<file path="config.mk">
export PLATFORM = sky130hd
export DESIGN_NAME = key_event_sched
export DESIGN_NICKNAME = d
export VERILOG_FILES = /design/src/rtl/key_event_sched.sv
export SDC_FILE = /design/constraint.sdc
export NUM_CORES = 1
export LEC_CHECK = 0
export CAP_MARGIN = 20
export CORE_UTILIZATION = 40
export CTS_BUF_LIST = sky130_fd_sc_hd__clkbuf_8
export DETAILED_ROUTE_END_ITERATION = 8
export GPL_TIMING_DRIVEN = 0
export PLACE_DENSITY_LB_ADDON = 0.05
export SLEW_MARGIN = 20
export SYNTH_ARGS = -nofsm -noshare
export SYNTH_HDL_FRONTEND = slang
export SYNTH_SLANG_ARGS = --single-unit
</file>
<file path="constraint.sdc">
create_clock -name clk -period 2.1 [get_ports clk]
set_clock_uncertainty 0.05 [all_clocks]
set_input_delay 0.42 -clock clk [delete_from_list [all_inputs] [get_ports clk]]
set_output_delay 0.42 -clock clk [all_outputs]
set_load 0.005 [all_outputs]
</file>
<file path="src/rtl/key_event_sched.sv">
// Keypad row-result scheduler: serialises per-row press bits into key codes and queues them in a FIFO.
// Optional build macro KEYSCHED_OVF_CNT_EN adds a saturating dropped-event counter output ovf_count.
module key_event_sched #(
  parameter  int FIFO_DEPTH = 8,
  localparam int LVL_W      = $clog2(FIFO_DEPTH) + 1
) (
  input  logic             clk,
  input  logic             rst_n,
  input  logic             row_rdy,
  input  logic [1:0]       row_hi,
  input  logic [3:0]       col_n,
  input  logic             flush,
  output logic             key_valid,
  output logic [3:0]       key_code,
  input  logic             key_ready,
  output logic [LVL_W-1:0] fifo_level,
  output logic             busy,
`ifdef KEYSCHED_OVF_CNT_EN
  output logic [7:0]       ovf_count,
`endif
  output logic             overflow
);

  localparam int PTR_W = $clog2(FIFO_DEPTH);
  localparam logic [0:0] S_IDLE = 1'b0;
  localparam logic [0:0] S_SER  = 1'b1;
  localparam logic [LVL_W-1:0] FULL_LVL = LVL_W'(FIFO_DEPTH);

  logic [0:0]       state_q, state_d;
  logic [3:0]       pend_q, pend_d;
  logic [1:0]       rowq_q, rowq_d;
  logic [3:0]       mem_q [FIFO_DEPTH];
  logic [PTR_W-1:0] rd_ptr_q, wr_ptr_q;
  logic [LVL_W-1:0] level_q, level_d;
  logic             ovf_q;
  logic             push_s, pop_s, wr_s, full_s, code_drop_s, row_drop_s;
  logic [1:0]       col_idx_s;

  // Serialiser FSM: latch a row's press bits, then emit one code per cycle, lowest column first.
  always_comb begin
    state_d    = state_q;
    pend_d     = pend_q;
    rowq_d     = rowq_q;
    push_s     = 1'b0;
    col_idx_s  = 2'd0;
    row_drop_s = 1'b0;
    case (state_q)
      S_IDLE: begin
        if (row_rdy && (col_n != 4'hF)) begin
          pend_d  = ~col_n;
          rowq_d  = row_hi;
          state_d = S_SER;
        end else begin
          state_d = S_IDLE;
        end
      end
      S_SER: begin
        push_s     = 1'b1;
        row_drop_s = row_rdy;
        if (pend_q[0])      col_idx_s = 2'd0;
        else if (pend_q[1]) col_idx_s = 2'd1;
        else if (pend_q[2]) col_idx_s = 2'd2;
        else                col_idx_s = 2'd3;
        pend_d = pend_q & (pend_q - 4'd1);
        if (pend_d == 4'd0) state_d = S_IDLE;
        else                state_d = S_SER;
      end
      default: begin
        state_d = S_IDLE;
        pend_d  = 4'd0;
      end
    endcase
  end

  assign full_s      = (level_q == FULL_LVL);
  assign pop_s       = key_valid & key_ready;
  assign wr_s        = push_s & (~full_s | pop_s);
  assign code_drop_s = push_s & full_s & ~pop_s;

  // FIFO occupancy: a push into a full FIFO only lands when a pop frees the head slot.
  always_comb begin
    case ({wr_s, pop_s})
      2'b10:   level_d = level_q + LVL_W'(1);
      2'b01:   level_d = level_q - LVL_W'(1);
      default: level_d = level_q;
    endcase
  end

  // State, FIFO storage and sticky overflow; flush outranks every other update.
  always_ff @(posedge clk or negedge rst_n) begin
    if (!rst_n) begin
      state_q  <= S_IDLE;
      pend_q   <= 4'd0;
      rowq_q   <= 2'd0;
      rd_ptr_q <= '0;
      wr_ptr_q <= '0;
      level_q  <= '0;
      ovf_q    <= 1'b0;
      for (int i = 0; i < FIFO_DEPTH; i++) mem_q[i] <= 4'd0;
    end else if (flush) begin
      state_q  <= S_IDLE;
      pend_q   <= 4'd0;
      rd_ptr_q <= '0;
      wr_ptr_q <= '0;
      level_q  <= '0;
      ovf_q    <= 1'b0;
    end else begin
      state_q <= state_d;
      pend_q  <= pend_d;
      rowq_q  <= rowq_d;
      level_q <= level_d;
      if (wr_s) begin
        mem_q[wr_ptr_q] <= {rowq_q, col_idx_s};
        wr_ptr_q        <= wr_ptr_q + PTR_W'(1);
      end
      if (pop_s) rd_ptr_q <= rd_ptr_q + PTR_W'(1);
      if (code_drop_s || row_drop_s) ovf_q <= 1'b1;
    end
  end

`ifdef KEYSCHED_OVF_CNT_EN
  logic [7:0] ovf_cnt_q;
  logic [8:0] ovf_sum_s;

  assign ovf_sum_s = {1'b0, ovf_cnt_q} + {7'd0, code_drop_s} + {7'd0, row_drop_s};

  // Saturating count of dropped codes and dropped row results.
  always_ff @(posedge clk or negedge rst_n) begin
    if (!rst_n)            ovf_cnt_q <= 8'd0;
    else if (flush)        ovf_cnt_q <= 8'd0;
    else if (ovf_sum_s[8]) ovf_cnt_q <= 8'hFF;
    else                   ovf_cnt_q <= ovf_sum_s[7:0];
  end

  assign ovf_count = ovf_cnt_q;
`endif

  assign key_valid  = (level_q != '0);
  assign key_code   = key_valid ? mem_q[rd_ptr_q] : 4'd0;
  assign fifo_level = level_q;
  assign busy       = (state_q == S_SER);
  assign overflow   = ovf_q;

endmodule

</file>
== After elaboration in Yosys (flattened, before gate mapping) ==
Index checks and enable logic that the tools add are counted.

* $add $sub $neg: 5
* $lt $le $gt $ge: 3
* Equal/unequal tests: 5
* Multiplexer cells: 28
* Bitwise gates (word level): 13
* Reduce and logical (&&, ||, !) cells: 11

{| class="wikitable"
|+ Operators by type and width
! kind !! count
|-
| 32-bit bitwise mux || 1
|-
| 4-bit two-way mux || 7
|-
| 4-bit case mux with 2 select lines || 2
|-
| 4-bit binary-select mux with 3-bit select || 1
|-
| 4-bit demux with 3-bit select || 1
|-
| 3-bit two-way mux || 4
|-
| 4-bit >= comparator, second input constant || 2
|-
| 1-bit two-way mux || 8
|-
| 3-bit inverter with 4-bit output || 2
|-
| 4-bit by 1-bit subtractor with 4-bit output, second input constant || 2
|-
| 3-bit by 1-bit adder with 3-bit output, second input constant || 2
|-
| 2-bit two-way mux || 3
|-
| 2-bit nonzero test || 3
|-
| 4-bit by 1-bit adder with 4-bit output, second input constant || 1
|-
| 1-bit bitwise AND || 4
|-
| 4-bit bitwise AND || 1
|-
| 4-bit equality test, second input constant || 1
|-
| 4-bit zero test || 1
|-
| 4-bit by 1-bit less-than comparator with 1-bit output, second input constant || 1
|-
| 4-bit inequality test, second input constant || 1
|-
| 1-bit inverter || 4
|-
| 4-bit inverter || 1
|-
| 4-bit nonzero test || 1
|-
| 3-bit inequality test, second input constant || 1
|-
| 9 further kinds || 10
|}

* Bits in registers: 50
* Input bits: 11
* Output and inout bits: 11
* Word-level logic and storage cells: 80

== Longest topological paths before layout ==
Gate-level depths: netlist (run 1).

* Depth in word-level cells: 7
* Gate-level depth with buffers: 8

== Worst setup path before layout (run 1) ==
Ideal clock, no wire load.

* Path kind: register to register
* Start: register level_q[1], in the netlist fifo_level[1]
* End: register level_q[3], in the netlist fifo_level[3]
* Arrival: 2.170 ns
* Data required time: 1.925 ns
* Slack: -0.245 ns
* Cell stages (with the launch flop): 9
* Clock period less this slack: 2.345 ns
* Cells stage by stage: dfrtp_1 buf_6 o41ai_2 nor2_1 ha_1 o21a_1 nor2_1 o311ai_1 mux2_4

* Longest elaborated chain between the ends: 7

{| class="wikitable"
|+ RTL lines
! item !! line !! RTL
|-
| from (decl) || 34 || <nowiki>logic [LVL_W-1:0] level_q, level_d;</nowiki>
|-
| from (signal assigned) || 111 || <nowiki>level_q <= level_d;</nowiki>
|-
| 4-bit nonzero test or 4-bit equality test (tied branches) || 138, 75 ||
|-
| 1-bit bitwise AND or 1-bit inverter (tied branches) || 76, 77 ||
|-
| 1-bit bitwise OR || 77 || <nowiki>assign wr_s = push_s & (~full_s | pop_s);</nowiki>
|-
| 1-bit bitwise AND || 77 ||
|-
| 2-bit by 1-bit equality test with 1-bit output or 2-bit equality test (tied branches) || 82 || <nowiki>case ({wr_s, pop_s})</nowiki>
|-
| 4-bit case mux with 2 select lines || 82 ||
|-
| 4-bit two-way mux || 100 || <nowiki>end else if (flush) begin</nowiki>
|}

Several ways; a longest one is shown, not always the timed one.
A chain may end at the register's enable or synchronous reset.

== Worst setup path after layout (run 1) ==
* Start: register rd_ptr_q[0]
* End: output key_code[3]

* Longest elaborated chain between the ends: 5

{| class="wikitable"
|+ RTL lines
! item !! line !! RTL
|-
| from (decl) || 33 || <nowiki>logic [PTR_W-1:0] rd_ptr_q, wr_ptr_q;</nowiki>
|-
| from (signal assigned) || 116 || <nowiki>if (pop_s) rd_ptr_q <= rd_ptr_q + PTR_W'(1);</nowiki>
|-
| 3-bit inverter with 4-bit output (not written as such) || 139 || <nowiki>assign key_code = key_valid ? mem_q[rd_ptr_q] : 4'd0;</nowiki>
|-
| 4-bit binary-select mux with 3-bit select || 139 ||
|-
| 4-bit two-way mux (not written as such) (2 in series) || 139 ||
|-
| 4-bit two-way mux || 139 ||
|-
| to (decl) || 14 || <nowiki>output logic [3:0] key_code,</nowiki>
|}

Every way passes these cells. The select of a mux whose other input is x is not followed.

==> metrics.cfg, run 1 <==
[timing]
final.period_utilization=1.082
grt_setup_unrepaired=true
slew_headroom=0.3508
finalCriticalPeriod_ps=2272
slew_violations=0
worstMarginPinSlew_ps=968.0
hold_violations=0
fmax_mhz=440.1
setup_viol=5
worst_slack_ps=-172.2

[layout]
finalInstanceArea_um2=3374
fin_cells=331
drive_gt1_frac=0.3346
synthToLayoutAreaGrowth_pct=29.41
nNetsFinal=268
diodes=0

[placed_design]
hpwl_um=3859
dp.cells=304
port_buffers=21
postPlaceCellArea_um2=2940
place_ws_ps=-568.5
gp_congestion=0.7786

[drt]
wirelength_um=5923
drt-initial-drc-count=69
num_vias=1775
drcViolationCount=0
firstDrtPassIters=4
wl_per_cell_um=17.89
ant_nets=0
vias_per_cell=5.363

[clocking]
clk_path_buf_depth=2
cts_tree=done
clk_pin_slew_ps=90
htreeDepth=2
cts_num_sinks=50
clk_latency_ps=300
cts_root_buffer=clkbuf_8
cts_buffers=5

[synth]
ys_top_cells_by_area=dfrtp_1 (48%), mux2_1 (15%), mux4_2 (6.9%)
syn_avg_cell_area_um2=12.72
synth_nets=220
postSynthCellCount=205
synth_area_leader_cell=dfrtp_1
synth_area_um2=2608
synth_edf_count=0
synth_top_area_frac=0.4798
synth-seq-cells=50
ys_seq_area_frac=0.4798
ys_warn_count=0
ys_async_sr_fraction=1.000
ys_types=44
yosys_most_used_dff=dfrtp_1

[floorplanning]
die_h_um=82.74
fp.dieArea_um2=6846
core_um2=6314
core.rowCount=29
die_w_um=82.74
start_util=0.4130
ios=22

[power_and_ir_drop]
p_leak_nw=1.594
powerDensity_nw_per_um2=859.8
ir_drop_uv=529.1

[grt]
first_global_vias=1792
grt_usage=0.1835
antenna_found_initial=0
grt_pass1_wl_um=9039
grt_start_max_net_pins=27
overflow=0

[worst_setup_path]
r2r_setup_slack_ps=-90
critPathMaxFanout=4
crit_path_end_kind=output pin
rr_endpoint=fifo_level[3]
crit_slowest_cell=mux4_2
start_kind=register
reg2reg_depth=8
rr_startpoint=fifo_level[1]
crit_chain=buf_8 > buf_6 > mux4_2 > mux2i_1 > nor2_1 > buf_2
crit_required_ps=1630
max_stage_delay_ps=490
crit_type=register to output pin
arrival_ps=1800

[outcome]
status=finished with violations
violations=setup timing

[worst_hold_path]
hp-class=primary input to async pin

[run]
drv_cap=0

-- power breakdown --
group	switching [mW]	leakage [nW]	internal (mW)
registers	0.0864	0.678	1.06
clock network	0.333	0.0499	0.237
logic	0.513	0.867	0.674
-- registers in the layout, indices dropped and copies added (netlist names) --
signal,flops
busy,1
fifo_level,4
mem_q,32
overflow,1
pend_q,4
rd_ptr_q,3
rowq_q,2
wr_ptr_q,3
-- final cells by class --
type	count	area (um2)
Sequential cell	50	1254
Clock inverter	3	21.27
Clock buffer	5	68.82
Inverter	3	11.26
Timing Repair Buffer	41	394.1
Multi-Input combinational cell	141	1446
Fill cell	537	2939
Tap cell	77	96.34
Buffer	11	82.58
-- stage by stage --
stage	hold slack, ps	power [mW]	util	TNS, ps
after floorplan	74.41	1.665	-	-172.2
after global placement	418.1	1.939	0.4633	-51460
after detailed placement	414.2	1.972	0.4657	-9961
after CTS	74.04	2.868	0.5081	-770.5
after global routing	94.24	3.074	0.5345	-1209
final	63.72	2.901	0.5345	-751.3
-- cell usage after synthesis (3+ instances only) --
| library cell | count |
|---|---|
| nand3_1 | 5 |
| mux2_1 | 34 |
| xnor2_1 | 3 |
| xor2_1 | 4 |
| nor3_1 | 3 |
| nor2_1 | 20 |
| clkbuf_1 | 5 |
| o21ai_0 | 5 |
| dfrtp_1 | 50 |
| mux2i_1 | 6 |
| nand3_2 | 4 |
| a21oi_1 | 8 |
| nor2b_1 | 7 |
| mux4_2 | 8 |
| a211oi_1 | 3 |
| ha_1 | 4 |
| buf_2 | 3 |
-- worst max-delay path by stage --
stage	end	cells after the start	from	slack, ps
floorplan	fifo_level[3]	7	fifo_level[2]	-170
global placement	mem_q[7]	1	rst_n	-840
detailed placement	fifo_level[3]	8	key_ready	-570
CTS	key_code[3]	6	rd_ptr_q[0]	-180
global route	key_code[1]	6	rd_ptr_q[0]	-280
finish	key_code[3]	6	rd_ptr_q[0]	-170
-- critical path, delay by kind of cell, from the launching register on --
kind	cells	cell delay [ps]
simple gates	1	70
flops	1	420
mux	2	630
buf+inv	3	360
-- kinds of logic (layout without fill, tap and decap cells) --
| group | after synthesis | in the layout | synth area share |
|---|---|---|---|
| compound gates | 28 | 28 | 0.08110 |
| xor+xnor | 7 | 7 | 0.02351 |
| fa+ha+maj | 5 | 5 | 0.02303 |
| buf+inv | 14 | 63 | 0.02735 |
| flops | 50 | 50 | 0.4798 |
| mux | 49 | 49 | 0.2447 |
| simple gates | 52 | 52 | 0.1204 |
-- metal layers --
layer  track usage  part of all wire  vias up
met5             0                 0        -
met4       0.05000             0.010        0
met3       0.03626             0.027        6
met2        0.3197              0.53       24
met1        0.2306              0.43      900
li1              -                 -      845
-- cells in the final DEF (no fill, tap or decap), types with 2 or more instances in the layout --
cell and instances:
clkbuf_8 5, nor2_1 17, buf_6 6, nor3_1 3, dfrtp_1 48, a21oi_1 8, clkdlybuf4s50_1 14, nand4b_4 2
mux2_1 20, clkbuf_2 2, buf_8 2, mux4_2 8, xor2_1 4, dfrtp_2 2, a211oi_1 3, clkbuf_1 4
ha_1 3, inv_1 3, o21ai_0 5, nand3_4 3, nand2_1 2, mux2i_1 6, buf_2 7, buf_4 13
nand4_4 2, mux2_4 15, xnor2_1 3, nand3_1 5, nor2b_1 7, nor2_2 2
-- what timing repair did --
item / CTS / global route
hold buffers: 0 / 0
endpoints found under the setup margin: 6 / 30
pin swaps: 7 / 5
buffers inserted: 15 / 2
gates cloned: 1 / 1
resized for setup: 37 / 27
(Power assumes the default switching activity.)
==> run 2, diff against run 1 <==
--- a/config.mk
+++ b/config.mk
@@ -6,11 +6,14 @@
 export NUM_CORES = 1
 export LEC_CHECK = 0
 export CAP_MARGIN = 20
+export CELL_PAD_IN_SITES_DETAIL_PLACEMENT = 0
+export CELL_PAD_IN_SITES_GLOBAL_PLACEMENT = 1
 export CORE_UTILIZATION = 40
 export CTS_BUF_LIST = sky130_fd_sc_hd__clkbuf_8
 export DETAILED_ROUTE_END_ITERATION = 8
 export GPL_TIMING_DRIVEN = 0
 export PLACE_DENSITY_LB_ADDON = 0.05
+export SETUP_SLACK_MARGIN = 0.3
 export SLEW_MARGIN = 20
 export SYNTH_ARGS = -nofsm -noshare
 export SYNTH_HDL_FRONTEND = slang
==> run 2 against run 1 <==
  * Wire length is essentially flat
  * Power grew 8.4%
  * Final area grew 5.6%
  * Final cell count grew 0.91%
  * Flip-flop and latch count is the same
  * Critical path type unchanged
  * The run still ends with setup timing left
  * Non-clock buffer count grew 3
  * First-iteration DRC count grew 23%
  * Fmax grew 0.51%
  * Setup slack gained 11 ps
==> metrics.cfg, run 2 (synthesis results as in run 1) <==
[drt]
vias_per_cell=5.380  ; was 5.363
drcViolationCount=0  ; unchanged
wirelength_um=5918  ; was 5923 um
drt-initial-drc-count=85  ; was 69
firstDrtPassIters=4  ; unchanged
num_vias=1797  ; was 1775
wl_per_cell_um=17.72  ; was 17.89 um
ant_nets=0  ; unchanged

[worst_setup_path]
crit_type=register to output pin  ; unchanged
rr_startpoint=fifo_level[2]  ; was fifo_level[1]
crit_required_ps=1630  ; about the same
crit_path_end_kind=output pin  ; unchanged
crit_path_start=rd_ptr_q[0]  ; unchanged
critPathMaxFanout=5  ; was 4
arrival_ps=1790  ; was 1800 ps
start_kind=register  ; unchanged

[power_and_ir_drop]
total_power_mw=3.145  ; was 2.901 mW
power.internal_mw=2.173  ; was 1.968 mW
p_leak_nw=1.726  ; was 1.594 nW
p_sw_mw=0.9720  ; was 0.9330 mW
combPwrFrac=0.405  ; was 0.409
ir_drop_uv=487.7  ; was 529.1 uV
p_seq_frac=0.365  ; was 0.394
clkPwrFrac=0.230  ; was 0.197
powerDensity_nw_per_um2=882.7  ; was 859.8 nW/um2
p_sw_frac=0.3090  ; was 0.3216

[placed_design]
postPlaceCellArea_um2=3139  ; was 2940 um2
place_ws_ps=-614.1  ; was -568.5 ps
dp.cells=304  ; unchanged
port_buffers=21  ; unchanged
gp_congestion=0.7929  ; was 0.7786
hpwl_um=3937  ; was 3859 um

[layout]
synthToLayoutAreaGrowth_pct=36.66  ; was 29.41%
final-seq-area_um2=1255  ; was 1254 um2
nFillCells=535  ; was 537
fin_cells=334  ; was 331
nNetsFinal=271  ; was 268
final_common_cell=dfrtp_1  ; unchanged
finalInstanceArea_um2=3563  ; was 3374 um2
fin_util=0.5644  ; was 0.5345
layout_common_cells=dfrtp_1 (47), mux2_4 (33), nor2_1 (17), buf_4 (12), buf_6 (11)  ; was dfrtp_1 (48), mux2_1 (20), nor2_1 (17), mux2_4 (15), clkdlybuf4s50_1 (14)
drive_gt1_frac=0.4436  ; was 0.3346
diodes=0  ; unchanged
multi_input_area_um2=1551  ; was 1446 um2
regMostFlops=mem_q  ; unchanged
largest_reg_flops=32  ; unchanged

[floorplanning]
core.rowCount=29  ; unchanged
die_h_um=82.74  ; unchanged
fp.dieArea_um2=6846  ; unchanged
die_w_um=82.74  ; unchanged
core_um2=6314  ; unchanged
start_util=0.4130  ; unchanged
ios=22  ; unchanged

[grt]
met1_usage=0.2822  ; was 0.2306
first_global_vias=1829  ; was 1792
overflow=0  ; unchanged
grt_usage=0.1960  ; was 0.1835
grt_busiest_layer=met2  ; unchanged
antenna_found_initial=0  ; unchanged
met2_usage=0.3041  ; was 0.3197
grt_util_met3=0.03956  ; was 0.03626
grt_pass1_wl_um=9770  ; was 9039 um
grt_start_max_net_pins=29  ; was 27

[clocking]
cts_tree=done  ; unchanged
cts_root_buffer=clkbuf_8  ; unchanged
cts_num_sinks=50  ; unchanged
htreeDepth=2  ; unchanged
cts_hold_buf=0  ; unchanged
clk_latency_ps=310  ; was 300 ps
clk_path_buf_depth=2  ; unchanged
clk_pin_slew_ps=110  ; was 90 ps
cts_buffers=5  ; unchanged

[timing]
setup_viol=5  ; unchanged
slew_headroom=0.5081  ; was 0.3508
tns_ps=-652.6  ; was -751.3 ps
final.period_utilization=1.077  ; was 1.082
hold_ws_ps=20.55  ; was 63.72 ps
finalCriticalPeriod_ps=2261  ; was 2272 ps
grt_setup_unrepaired=true  ; unchanged
worstMarginPinSlew_ps=736.3  ; was 968.0 ps
hold_violations=0  ; unchanged
worst_slack_ps=-160.7  ; was -172.2 ps
slew_violations=0  ; unchanged
fmax_mhz=442.3  ; was 440.1 MHz

[outcome]
violations=setup timing  ; unchanged
status=finished with violations  ; unchanged

[run]
drv_cap=0  ; unchanged

[worst_hold_path]
hp-class=primary input to async pin  ; unchanged

-- run 2: changes by cell type in the layout (fill, tap and decap cells not counted), sizes merged --
cell,delta
bufinv,+1
dlygate4sd2,+2
buf,+5
clkdlybuf4s50,-4
inv,-1
clkbuf,-2
dlymetal6s2s,+2
-- run 2: path summary, 6_finish.rpt --
path | end | slack [ps] | cells after the start
worst max-delay path | key_code[0] | -160 | 6
worst min-delay path | mem_q[8] | 20 | 1
worst max register to register | fifo_level[3] | -150 | 7
worst min register to register | overflow | 470 | 2
max in group asynchronous | fifo_level[3] | 1420 | 2
min in group clk | overflow | 470 | 2
-- run 2: layout make-up --
class,count,share of cell area
Tap cell,77,0.02704
Multi-Input combinational cell,141,0.4354
Clock inverter,3,0.01334
Clock buffer,5,0.01931
Buffer,11,0.02528
Timing Repair Buffer,44,0.1243
Sequential cell,50,0.3522
Inverter,3,0.003160
-- run 2: routing by layer --
metal / routed length (um) / up-vias / part of all wire
met5: 0 / - / 0
met4: 35 / 0 / 0.0059
met3: 145 / 3 / 0.025
met2: 2796 / 25 / 0.47
met1: 2941 / 915 / 0.50
li1: - / 854 / -
-- run 2: critical path, stage by stage (launching register included) --
cell	delay (ps)
dfrtp_2	400
buf_8	130
buf_6	100
mux4_2	500
mux2i_1	150
nor2_1	70
buf_2	120
-- run 2: timing repair --
item,4_1_cts,5_1_grt
setup buffers,18,2
endpoints found under the hold margin,0,0
setup endpoints to repair,43,52
resized for setup,48,12
pin swaps,8,15
cloned,2,0
-- run 2: power groups by stage --
stage / clock network, mW / registers (mW) / logic [mW]
floorplan: 0 / 1.14 / 0.601
global placement: 0 / 1.15 / 0.858
detailed placement: 0 / 1.16 / 0.879
CTS: 0.737 / 1.14 / 1.21
global route: 0.781 / 1.16 / 1.38
finish: 0.724 / 1.15 / 1.28
==> run 3, diff against run 2 <==
--- a/config.mk
+++ b/config.mk
@@ -14,6 +14,7 @@
 export GPL_TIMING_DRIVEN = 0
 export PLACE_DENSITY_LB_ADDON = 0.05
 export SETUP_SLACK_MARGIN = 0.3
+export SKIP_LAST_GASP = 1
 export SLEW_MARGIN = 20
 export SYNTH_ARGS = -nofsm -noshare
 export SYNTH_HDL_FRONTEND = slang
==> run 3 against run 2 <==
  * The run still ends with setup timing left
  * Critical path depth stayed put
  * Wire length is 1.9% higher
  * Global-route usage is 0.21 points higher
  * Die area stayed put
  * Combinational power is 6% higher
  * Clock-buffer cell count stayed put
==> metrics.cfg, run 3 (synthesis results as in run 1) <==
[outcome]
status=finished with violations  ; unchanged
violations=setup timing  ; unchanged

[power_and_ir_drop]
combPwrFrac=0.422  ; was 0.405
power.internal_mw=2.230  ; was 2.173 mW
ir_drop_uv=488.0  ; was 487.7 uV
powerDensity_nw_per_um2=891.9  ; was 882.7 nW/um2
p_seq_frac=0.355  ; was 0.365
p_leak_nw=1.765  ; was 1.726 nW
p_sw_mw=1.001  ; was 0.9720 mW
p_sw_frac=0.3099  ; was 0.3090
clkPwrFrac=0.223  ; was 0.230

[timing]
grt_setup_unrepaired=true  ; unchanged
slew_violations=0  ; unchanged
fmax_mhz=443.8  ; was 442.3 MHz
final.period_utilization=1.073  ; was 1.077
hold_violations=0  ; unchanged
slew_headroom=0.4917  ; was 0.5081
worstMarginPinSlew_ps=760.8  ; was 736.3 ps
worst_slack_ps=-153.5  ; was -160.7 ps
setup_viol=5  ; unchanged
finalCriticalPeriod_ps=2254  ; was 2261 ps

[floorplanning]
core_um2=6314  ; unchanged
die_h_um=82.74  ; unchanged
core.rowCount=29  ; unchanged
fp.dieArea_um2=6846  ; unchanged
die_w_um=82.74  ; unchanged
start_util=0.4130  ; unchanged
ios=22  ; unchanged

[clocking]
cts_hold_buf=0  ; unchanged
cts_num_sinks=50  ; unchanged
cts_root_buffer=clkbuf_8  ; unchanged
htreeDepth=2  ; unchanged
cts_tree=done  ; unchanged
clk_latency_ps=310  ; about the same
clk_pin_slew_ps=110  ; about the same
clk_path_buf_depth=2  ; unchanged
cts_buffers=5  ; unchanged

[layout]
nFillCells=530  ; was 535
layout_common_cells=dfrtp_1 (47), mux2_4 (33), nor2_1 (16), buf_4 (14), buf_6 (13)  ; was dfrtp_1 (47), mux2_4 (33), nor2_1 (17), buf_4 (12), buf_6 (11)
regMostFlops=mem_q  ; unchanged
diodes=0  ; unchanged
final_common_cell=dfrtp_1  ; unchanged
largest_reg_flops=32  ; unchanged
final-seq-area_um2=1255  ; unchanged
multi_input_area_um2=1572  ; was 1551 um2
synthToLayoutAreaGrowth_pct=38.96  ; was 36.66%
fin_util=0.5739  ; was 0.5644
drive_gt1_frac=0.4559  ; was 0.4436
nNetsFinal=275  ; was 271

[worst_setup_path]
critPathMaxFanout=5  ; unchanged
max_stage_delay_ps=530  ; was 500 ps
crit_path_end_kind=output pin  ; unchanged
crit_required_ps=1630  ; about the same
start_kind=register  ; unchanged
path_buf_inv=3  ; unchanged
crit_type=register to output pin  ; unchanged
crit_chain=buf_8 > buf_4 > mux4_2 > mux2i_1 > nor2_1 > buf_2  ; was buf_8 > buf_6 > mux4_2 > mux2i_1 > nor2_1 > buf_2
crit_slowest_cell=mux4_2  ; unchanged
critical_path_depth=6  ; unchanged
crit_family=multiplexers  ; unchanged
arrival_ps=1780  ; was 1790 ps
reg2reg_depth=7  ; unchanged

[drt]
drt-initial-drc-count=56  ; was 85
vias_per_cell=5.299  ; was 5.380
ant_nets=0  ; unchanged
firstDrtPassIters=3  ; was 4
num_vias=1791  ; was 1797
wirelength_um=6029  ; was 5918 um
drcViolationCount=0  ; unchanged
wl_per_cell_um=17.84  ; was 17.72 um

[grt]
first_global_vias=1829  ; unchanged
grt_usage=0.1981  ; was 0.1960
overflow=0  ; unchanged
grt_start_max_net_pins=29  ; unchanged
antenna_found_initial=0  ; unchanged
grt_pass1_wl_um=9749  ; was 9770 um

[placed_design]
hpwl_um=3937  ; unchanged
place_ws_ps=-614.1  ; unchanged
gp_congestion=0.7929  ; unchanged
port_buffers=21  ; unchanged

[worst_hold_path]
hp-class=primary input to async pin  ; unchanged

[run]
drv_cap=0  ; unchanged

run 3: cell count changes in the layout (fill, tap and decap cells not counted), sizes merged:
cell,previous run,this run
dlymetal6s2s,2,3
buf,35,39
dlygate4sd2,3,2
run 3: routing by layer:
layer  GRT usage  up-vias  part of all wire
met2      0.3033       22              0.47
met3     0.03297        7             0.023
met5           0        -                 0
li1            -      859                 -
met4     0.07414        0             0.014
met1      0.2799      903              0.49
run 3: through the flow:
step	setup TNS (ps)	hold WS, ps	cell area [um2]	instances	power, mW
after floorplan	-154.3	74.41	2818	205	1.738
after global placement	-54670	438.6	3124	303	2.012
after detailed placement	-12760	389.7	3139	304	2.039
after CTS	-715.3	31.86	3495	332	3.084
after global routing	-1054	60.70	3623	338	3.408
final	-660.0	18.50	3623	338	3.232
run 3: cell type report:
class	instances	area share
timing repair buffer	48	0.1336
tap	77	0.02659
buffer	11	0.02452
sequential	50	0.3463
clock inverter	3	0.01312
multi-input combinational	141	0.4337
inverter	3	0.003108
clock buffer	5	0.01899
run 3: what timing repair did:
action | CTS | global route
setup endpoints to repair | 43 | 53
setup buffers | 18 | 6
pin swaps | 7 | 14
gates resized for setup | 43 | 20
gates cloned | 2 | 0
run 3: power by group through the flow:
stage,combinational (mW),clock [mW],sequential (mW)
final,1.36,0.722,1.15
after global routing,1.47,0.779,1.16
after CTS,1.20,0.737,1.14
after detailed placement,0.879,0,1.16
after global placement,0.858,0,1.15
after floorplan,0.601,0,1.14
run 3: path summary, 6_finish.rpt:
| check | slack, ps | to | from |
|---|---|---|---|
| worst min register to register | 470 | overflow | overflow |
| min in group clk | 470 | overflow | overflow |
| worst max register to register | -130 | fifo_level[3] | fifo_level[2] |
| worst max-delay path | -150 | key_code[3] | rd_ptr_q[0] |
| max in group asynchronous | 1430 | fifo_level[3] | rst_n |
| worst min-delay path | 20 | mem_q[8] | rst_n |
